## src/rtl/bullet_controller_if.sv

```systemverilog
// bullet_controller_if: fire/kill requests into the bullet pool and its status back out.
//   fire      shot request (level, auto-repeat while held)
//   ship_x    spawn column, sampled when a shot is accepted
//   hit       per-slot kill request from collision logic
//   active    registered slot-valid vector
//   fire_ack  one-cycle pulse after the edge that accepted a shot
//   cooling   high while the cooldown counter is non-zero
//   shots     count of accepted shots, wraps 255 -> 0
interface bullet_controller_if #(
    parameter int NUM_SLOTS = 4
);
    logic                 fire;
    logic [9:0]           ship_x;
    logic [NUM_SLOTS-1:0] hit;
    logic [NUM_SLOTS-1:0] active;
    logic                 fire_ack;
    logic                 cooling;
    logic [7:0]           shots;

    modport master (
        output fire, ship_x, hit,
        input  active, fire_ack, cooling, shots
    );

    modport slave (
        input  fire, ship_x, hit,
        output active, fire_ack, cooling, shots
    );
endinterface

```

## src/rtl/bullet_controller.sv

```systemverilog
// bullet_controller: pool of player bullets with fire cooldown, upward motion and pixel output.
//   clk_60hz  game tick clock, all state updates on its rising edge
//   resetn    asynchronous active-low reset
//   bus       slave side of bullet_controller_if (fire/ship_x/hit in, status out)
//   px, py    current VGA pixel coordinate
//   pixel     combinational: current pixel lies on a live bullet (2x6 sprite)
module bullet_controller #(
    parameter int NUM_SLOTS = 4,
    parameter int SPEED     = 4,
    parameter int COOLDOWN  = 15,
    parameter int SPAWN_Y   = 232
) (
    input  logic                clk_60hz,
    input  logic                resetn,
    bullet_controller_if.slave  bus,
    input  logic [9:0]          px,
    input  logic [9:0]          py,
    output logic                pixel
);
    localparam int CW = COOLDOWN > 0 ? $clog2(COOLDOWN + 1) : 1;
    localparam int SW = NUM_SLOTS > 1 ? $clog2(NUM_SLOTS) : 1;

    logic [NUM_SLOTS-1:0] valid;
    logic [9:0]           xs [NUM_SLOTS];
    logic [9:0]           ys [NUM_SLOTS];
    logic [CW-1:0]        cd;
    logic                 fire_ack_q;
    logic                 cooling_q;
    logic [7:0]           shots_q;
    logic [SW-1:0]        sel;
    logic                 accept;

    // Lowest-index free slot; scanning downward lets the lowest index win.
    always_comb begin
        sel = '0;
        for (int i = NUM_SLOTS - 1; i >= 0; i--)
            if (!valid[i]) sel = SW'(i);
    end

    assign accept = bus.fire && cd == '0 && !(&valid);

    always_ff @(posedge clk_60hz or negedge resetn) begin
        if (!resetn) begin
            valid      <= '0;
            for (int i = 0; i < NUM_SLOTS; i++) begin
                xs[i] <= '0;
                ys[i] <= '0;
            end
            cd         <= '0;
            fire_ack_q <= 1'b0;
            cooling_q  <= 1'b0;
            shots_q    <= '0;
        end else begin
            for (int i = 0; i < NUM_SLOTS; i++) begin
                // Retire before y would underflow past the top of the screen.
                if (valid[i] && (bus.hit[i] || ys[i] < 10'(SPEED)))
                    valid[i] <= 1'b0;
                else if (valid[i])
                    ys[i] <= ys[i] - 10'(SPEED);
            end
            // The chosen slot was free before the edge, so the motion/kill
            // loop never touched it and a same-edge hit on it is moot.
            if (accept) begin
                valid[sel] <= 1'b1;
                xs[sel]    <= bus.ship_x;
                ys[sel]    <= 10'(SPAWN_Y);
                cd         <= CW'(COOLDOWN);
                cooling_q  <= COOLDOWN != 0;
                shots_q    <= shots_q + 8'd1;
            end else begin
                cd         <= cd - CW'(cd != '0);
                cooling_q  <= cd > CW'(1);
            end
            fire_ack_q <= accept;
        end
    end

    // 11-bit compares keep x+1 and y+5 from wrapping at the screen edge.
    always_comb begin
        pixel = 1'b0;
        for (int i = 0; i < NUM_SLOTS; i++)
            if (valid[i]
                && {1'b0, px} >= {1'b0, xs[i]} && {1'b0, px} <= {1'b0, xs[i]} + 11'd1
                && {1'b0, py} >= {1'b0, ys[i]} && {1'b0, py} <= {1'b0, ys[i]} + 11'd5)
                pixel = 1'b1;
    end

    assign bus.active   = valid;
    assign bus.fire_ack = fire_ack_q;
    assign bus.cooling  = cooling_q;
    assign bus.shots    = shots_q;
endmodule

```

## src/flat_wrapper.sv

```systemverilog
// flat-port wrapper written by rule: the top's interface ports become plain ports
module bullet_controller_flat 
#(
    parameter int NUM_SLOTS = 4,
    parameter int SPEED     = 4,
    parameter int COOLDOWN  = 15,
    parameter int SPAWN_Y   = 232
)
  (clk_60hz, resetn, px, py, pixel, bus_fire, bus_ship_x, bus_hit, bus_active, bus_fire_ack, bus_cooling, bus_shots);
  bullet_controller_if #(.NUM_SLOTS(NUM_SLOTS)) bus_i ();
  input  logic clk_60hz;
  input  logic resetn;
  input  logic [9:0] px;
  input  logic [9:0] py;
  output logic pixel;
  input wire logic [$bits(bus_i.fire)-1:0] bus_fire;
  input wire logic [$bits(bus_i.ship_x)-1:0] bus_ship_x;
  input wire logic [$bits(bus_i.hit)-1:0] bus_hit;
  output wire logic [$bits(bus_i.active)-1:0] bus_active;
  output wire logic [$bits(bus_i.fire_ack)-1:0] bus_fire_ack;
  output wire logic [$bits(bus_i.cooling)-1:0] bus_cooling;
  output wire logic [$bits(bus_i.shots)-1:0] bus_shots;
  assign bus_i.fire = bus_fire;
  assign bus_i.ship_x = bus_ship_x;
  assign bus_i.hit = bus_hit;
  assign bus_active = bus_i.active;
  assign bus_fire_ack = bus_i.fire_ack;
  assign bus_cooling = bus_i.cooling;
  assign bus_shots = bus_i.shots;
  bullet_controller #(.NUM_SLOTS(NUM_SLOTS), .SPEED(SPEED), .COOLDOWN(COOLDOWN), .SPAWN_Y(SPAWN_Y)) u_core (.clk_60hz(clk_60hz), .resetn(resetn), .bus(bus_i), .px(px), .py(py), .pixel(pixel));
endmodule
```

## config.mk

```make
export PLATFORM = sky130hd
export DESIGN_NAME = bullet_controller_flat
export DESIGN_NICKNAME = d
export VERILOG_FILES = /design/src/rtl/bullet_controller_if.sv /design/src/rtl/bullet_controller.sv /design/src/flat_wrapper.sv
export SDC_FILE = /design/constraint.sdc
export NUM_CORES = 1
export LEC_CHECK = 0
export CAP_MARGIN = 20
export CORE_AREA = 2 2 125 127
export CTS_CLUSTER_DIAMETER = 60
export CTS_CLUSTER_SIZE = 25
export DETAILED_ROUTE_END_ITERATION = 16
export DIE_AREA = 0 0 127 129
export GPL_TIMING_DRIVEN = 0
export HOLD_SLACK_MARGIN = 0.02
export PLACE_DENSITY = 0.79
export SLEW_MARGIN = 30
export SYNTH_ARGS = -nofsm -noshare
export SYNTH_HDL_FRONTEND = slang
export SYNTH_SLANG_ARGS = --single-unit
```

## constraint.sdc

```tcl
create_clock -name clk_60hz -period 4.66 [get_ports clk_60hz]
set_clock_uncertainty 0.15 [all_clocks]
set_input_delay 0.932 -clock clk_60hz [delete_from_list [all_inputs] [get_ports clk_60hz]]
set_output_delay 0.932 -clock clk_60hz [all_outputs]
set_load 0.03 [all_outputs]
```

==> results.md <==
- Final max-slew violation count: 0
- Sink Count: 98
- Power Internal: 2.32 mW
- Via/cell ratio: 5.95
- Async S/R FF share, synth: 1.00
- Seq/Total Area, Yosys: 0.279
- Nets: 1,293
- CTS H-Tree Depth: 3
- Main synth FF type: dfrtp_1
- Synthesized instance count: 1,009
- Most frequent cells in the layout: ha_1 (183), inv_1 (96), nand2_1 (96), dfrtp_1 (96), xnor2_1 (86)
- Status: finished clean
- R2r worst-path depth: 5
- Post-Syn Area: 0.00879 mm2
- Fin util: 0.663
- Full die area: 0.0164 mm2
- Comb pwr share: 0.501
- Pwr Density: 396 mW/mm2
- Largest area contributor in the synthesized netlist: dfrtp_1
- Clock transition at path regs: 70 ps
- Die Y: 129 um
- WL/cell: 16.8 um
- Crit end category: output port
- Max IR drop VDD: 0.319 mV
- Rows: 45
- DP Area: 0.00957 mm2
- TritonCTS clock tree: done
- Cell leakage power: 4.59 nW
- Total track usage: 0.267
- Post-synth EDFFs: 0
- Global-route wire length before repair: 35,200 um
- Layout cells sized above 1: 0.0594
- ANT nets after route: 0
- Max-Cap Viols: 0
- Worst Slack Setup Final: 145 ps
- Synth Warn #: 0
- Total grt overflow: 0
- Vias in the first global route: 7,383
- P_sw: 1.61 mW
- Required time worst endpoint: 3580 ps
- Endpoints failing setup: 0
- Sw Share: 0.410
- Pin count of the biggest net entering global routing: 56
- Crit Path Category: input port to output port
- Syn Area/Cell: 8.71 um2
- Core Area: 0.0150 mm2
- Synth Register Bits: 98
- Final worst-path cycle share: 0.969
- Pre-antenna DRT Iters: 5
- Die W: 127 um
- Worst-Margin Slew: 767 ps
- Max_slew headroom: 0.476
- Buffers added on ports: 51
- Final Hold Viols: 0
- CP arrival: 3430 ps
- CTS Hold Bufs: 0
- Io pins: 52
- Initial Utilization: 0.587
- TNS Setup: 0 ps
- Initial antenna violation count: 0
- Synthesized Nets: 1,229
- HP Class: input port to async pin
- Clk root buf: clkbuf_16
- Post-route cell area: 0.00993 mm2
- Max frequency: 221 MHz
- Synth top area cells: dfrtp_1 (28%), ha_1 (26%), xnor2_1 (8.6%), inv_1 (4.2%), nand2_1 (4.1%)
- Worst-case setup slack after placement: -775 ps
- Routability Congestion: 0.898
- Synth top area share: 0.279
- Area grow syn2layout: 13.0%
- Skew-Pair Late Insertion Delay: 360 ps
- DRC: 0
- Share of power burned in registers: 0.304
- Fin crit period: 4510 ps
- Vias: 7,523
- CP Max Fanout: 8
- CTS Buffer Depth: 2
- Clk network pwr share: 0.195
- Netlist cell types: 55
- Commonest non-fill, non-tap cell in the layout: ha_1
- Post-DP HPWL: 16,400 um
- Critical Path Source Type: input port
- RSZ-0062 raised after global routing: no
- Routed WL: 21,200 um
- CTS buffer count: 9
- DRT iter0 DRCs: 448
- N_diodes: 0
==> worst max-delay path, stage by stage <==
cell             delay [ps]
clkdlybuf4s50_1         470
inv_2                   110
ha_1                    330
nand2_1                  60
a21o_1                  170
a21oi_1                 130
o21ai_1                 120
a31o_2                  260
nor3b_2                 160
or4_4                   500
buf_4                   190
==> registers in the layout, summed over array words and instances, names as in the netlist <==
name and cells:
u_core.xs 40, u_core.bus.cooling 1, u_core.cd 4, u_core.bus.shots 8, u_core.ys 40, u_core.bus.fire_ack 1, u_core.bus.active 4
==> cell usage after synthesis, types with 2 or more instances <==
| cell | instances |
|---|---|
| a2111oi_0 | 6 |
| a211o_1 | 3 |
| a211oi_1 | 8 |
| a21boi_0 | 2 |
| a21o_1 | 12 |
| a21oi_1 | 57 |
| a311oi_1 | 2 |
| a31oi_1 | 5 |
| and3_1 | 6 |
| buf_2 | 7 |
| clkbuf_1 | 9 |
| dfrtp_1 | 98 |
| ha_1 | 183 |
| inv_1 | 99 |
| inv_2 | 4 |
| nand2_1 | 96 |
| nand2b_1 | 2 |
| nand3_1 | 50 |
| nand3_2 | 2 |
| nand3b_1 | 4 |
| nand4_1 | 24 |
| nor2_1 | 50 |
| nor2b_1 | 8 |
| nor3_1 | 28 |
| nor4_1 | 14 |
| o2111ai_1 | 4 |
| o211ai_1 | 9 |
| o21a_1 | 6 |
| o21ai_0 | 69 |
| o21ai_1 | 12 |
| o21bai_1 | 2 |
| o221ai_1 | 5 |
| or2_2 | 2 |
| or3_1 | 10 |
| or4_1 | 2 |
| xnor2_1 | 86 |
| xor2_1 | 5 |
==> final cells by class <==
type / instances / area [um2]
clock buffers: 11 / 243
multi-input cells: 792 / 5960
well taps: 188 / 235
plain buffers: 16 / 68.8
repair buffers: 53 / 527
clock inverters: 4 / 51.3
flip-flops and latches: 98 / 2450
inverters: 103 / 387
fillers: 1210 / 5050
==> power groups by stage <==
stage	Sequential, mW	Clock, mW	Combinational [mW]
finish	1.19	0.766	1.97
detailed placement	1.20	0	1.89
floorplan	1.20	0	1.40
global placement	1.20	0	1.81
global route	1.22	0.815	2.24
CTS	1.19	0.777	1.93
==> per-stage QoR <==
stage / std cells / total power, mW / hold slack [ps]
2_1_floorplan: 1009 / 2.60 / 332
3_3_place_gp: 1248 / 3.01 / 314
3_5_place_dp: 1249 / 3.10 / 317
4_1_cts: 1264 / 3.89 / 332
5_1_grt: 1265 / 4.27 / 349
6_report: 1265 / 3.93 / 339
==> final timing paths <==
kind	startpoint	endpoint	slack [ps]
max reg2reg	u_core.cd[1]$_DFF_PN0_	u_core.xs[18]$_DFFE_PN0P_	1950
max	px[0]	pixel	150
min reg2reg	u_core.bus.shots[7]$_DFFE_PN0P_	u_core.bus.shots[7]$_DFFE_PN0P_	340
min in group clk_60hz	u_core.bus.shots[7]$_DFFE_PN0P_	u_core.bus.shots[7]$_DFFE_PN0P_	340
max in group asynchronous	resetn	u_core.ys[22]$_DFF_PN0_	3380
min	resetn	u_core.xs[32]$_DFFE_PN0P_	340
==> logic make-up (layout without fill, tap and decap cells) <==
group / Yosys count / in the layout / share of synthesized area
and+or+nand+nor: 306 / 306 / 0.170
adders and majority gates: 183 / 183 / 0.260
AOI/OAI and AO/OA: 212 / 212 / 0.148
DFF: 98 / 98 / 0.279
xor gates and xnor gates: 91 / 91 / 0.0907
buffers and inverters: 119 / 187 / 0.0518
==> repair_timing <==
| item | CTS | global route |
|---|---|---|
| endpoints found under the setup margin | 1 | 1 |
| pin swaps | 0 | 1 |
| setup buffers | 0 | 1 |
| gates resized for setup | 31 | 26 |
==> layer usage <==
metal	track usage	wire length [um]
met4	0.0970	437
met1	0.354	9820
met5	0	0
met3	0.0420	980
met2	0.447	9970
(Power assumes the default switching activity.)
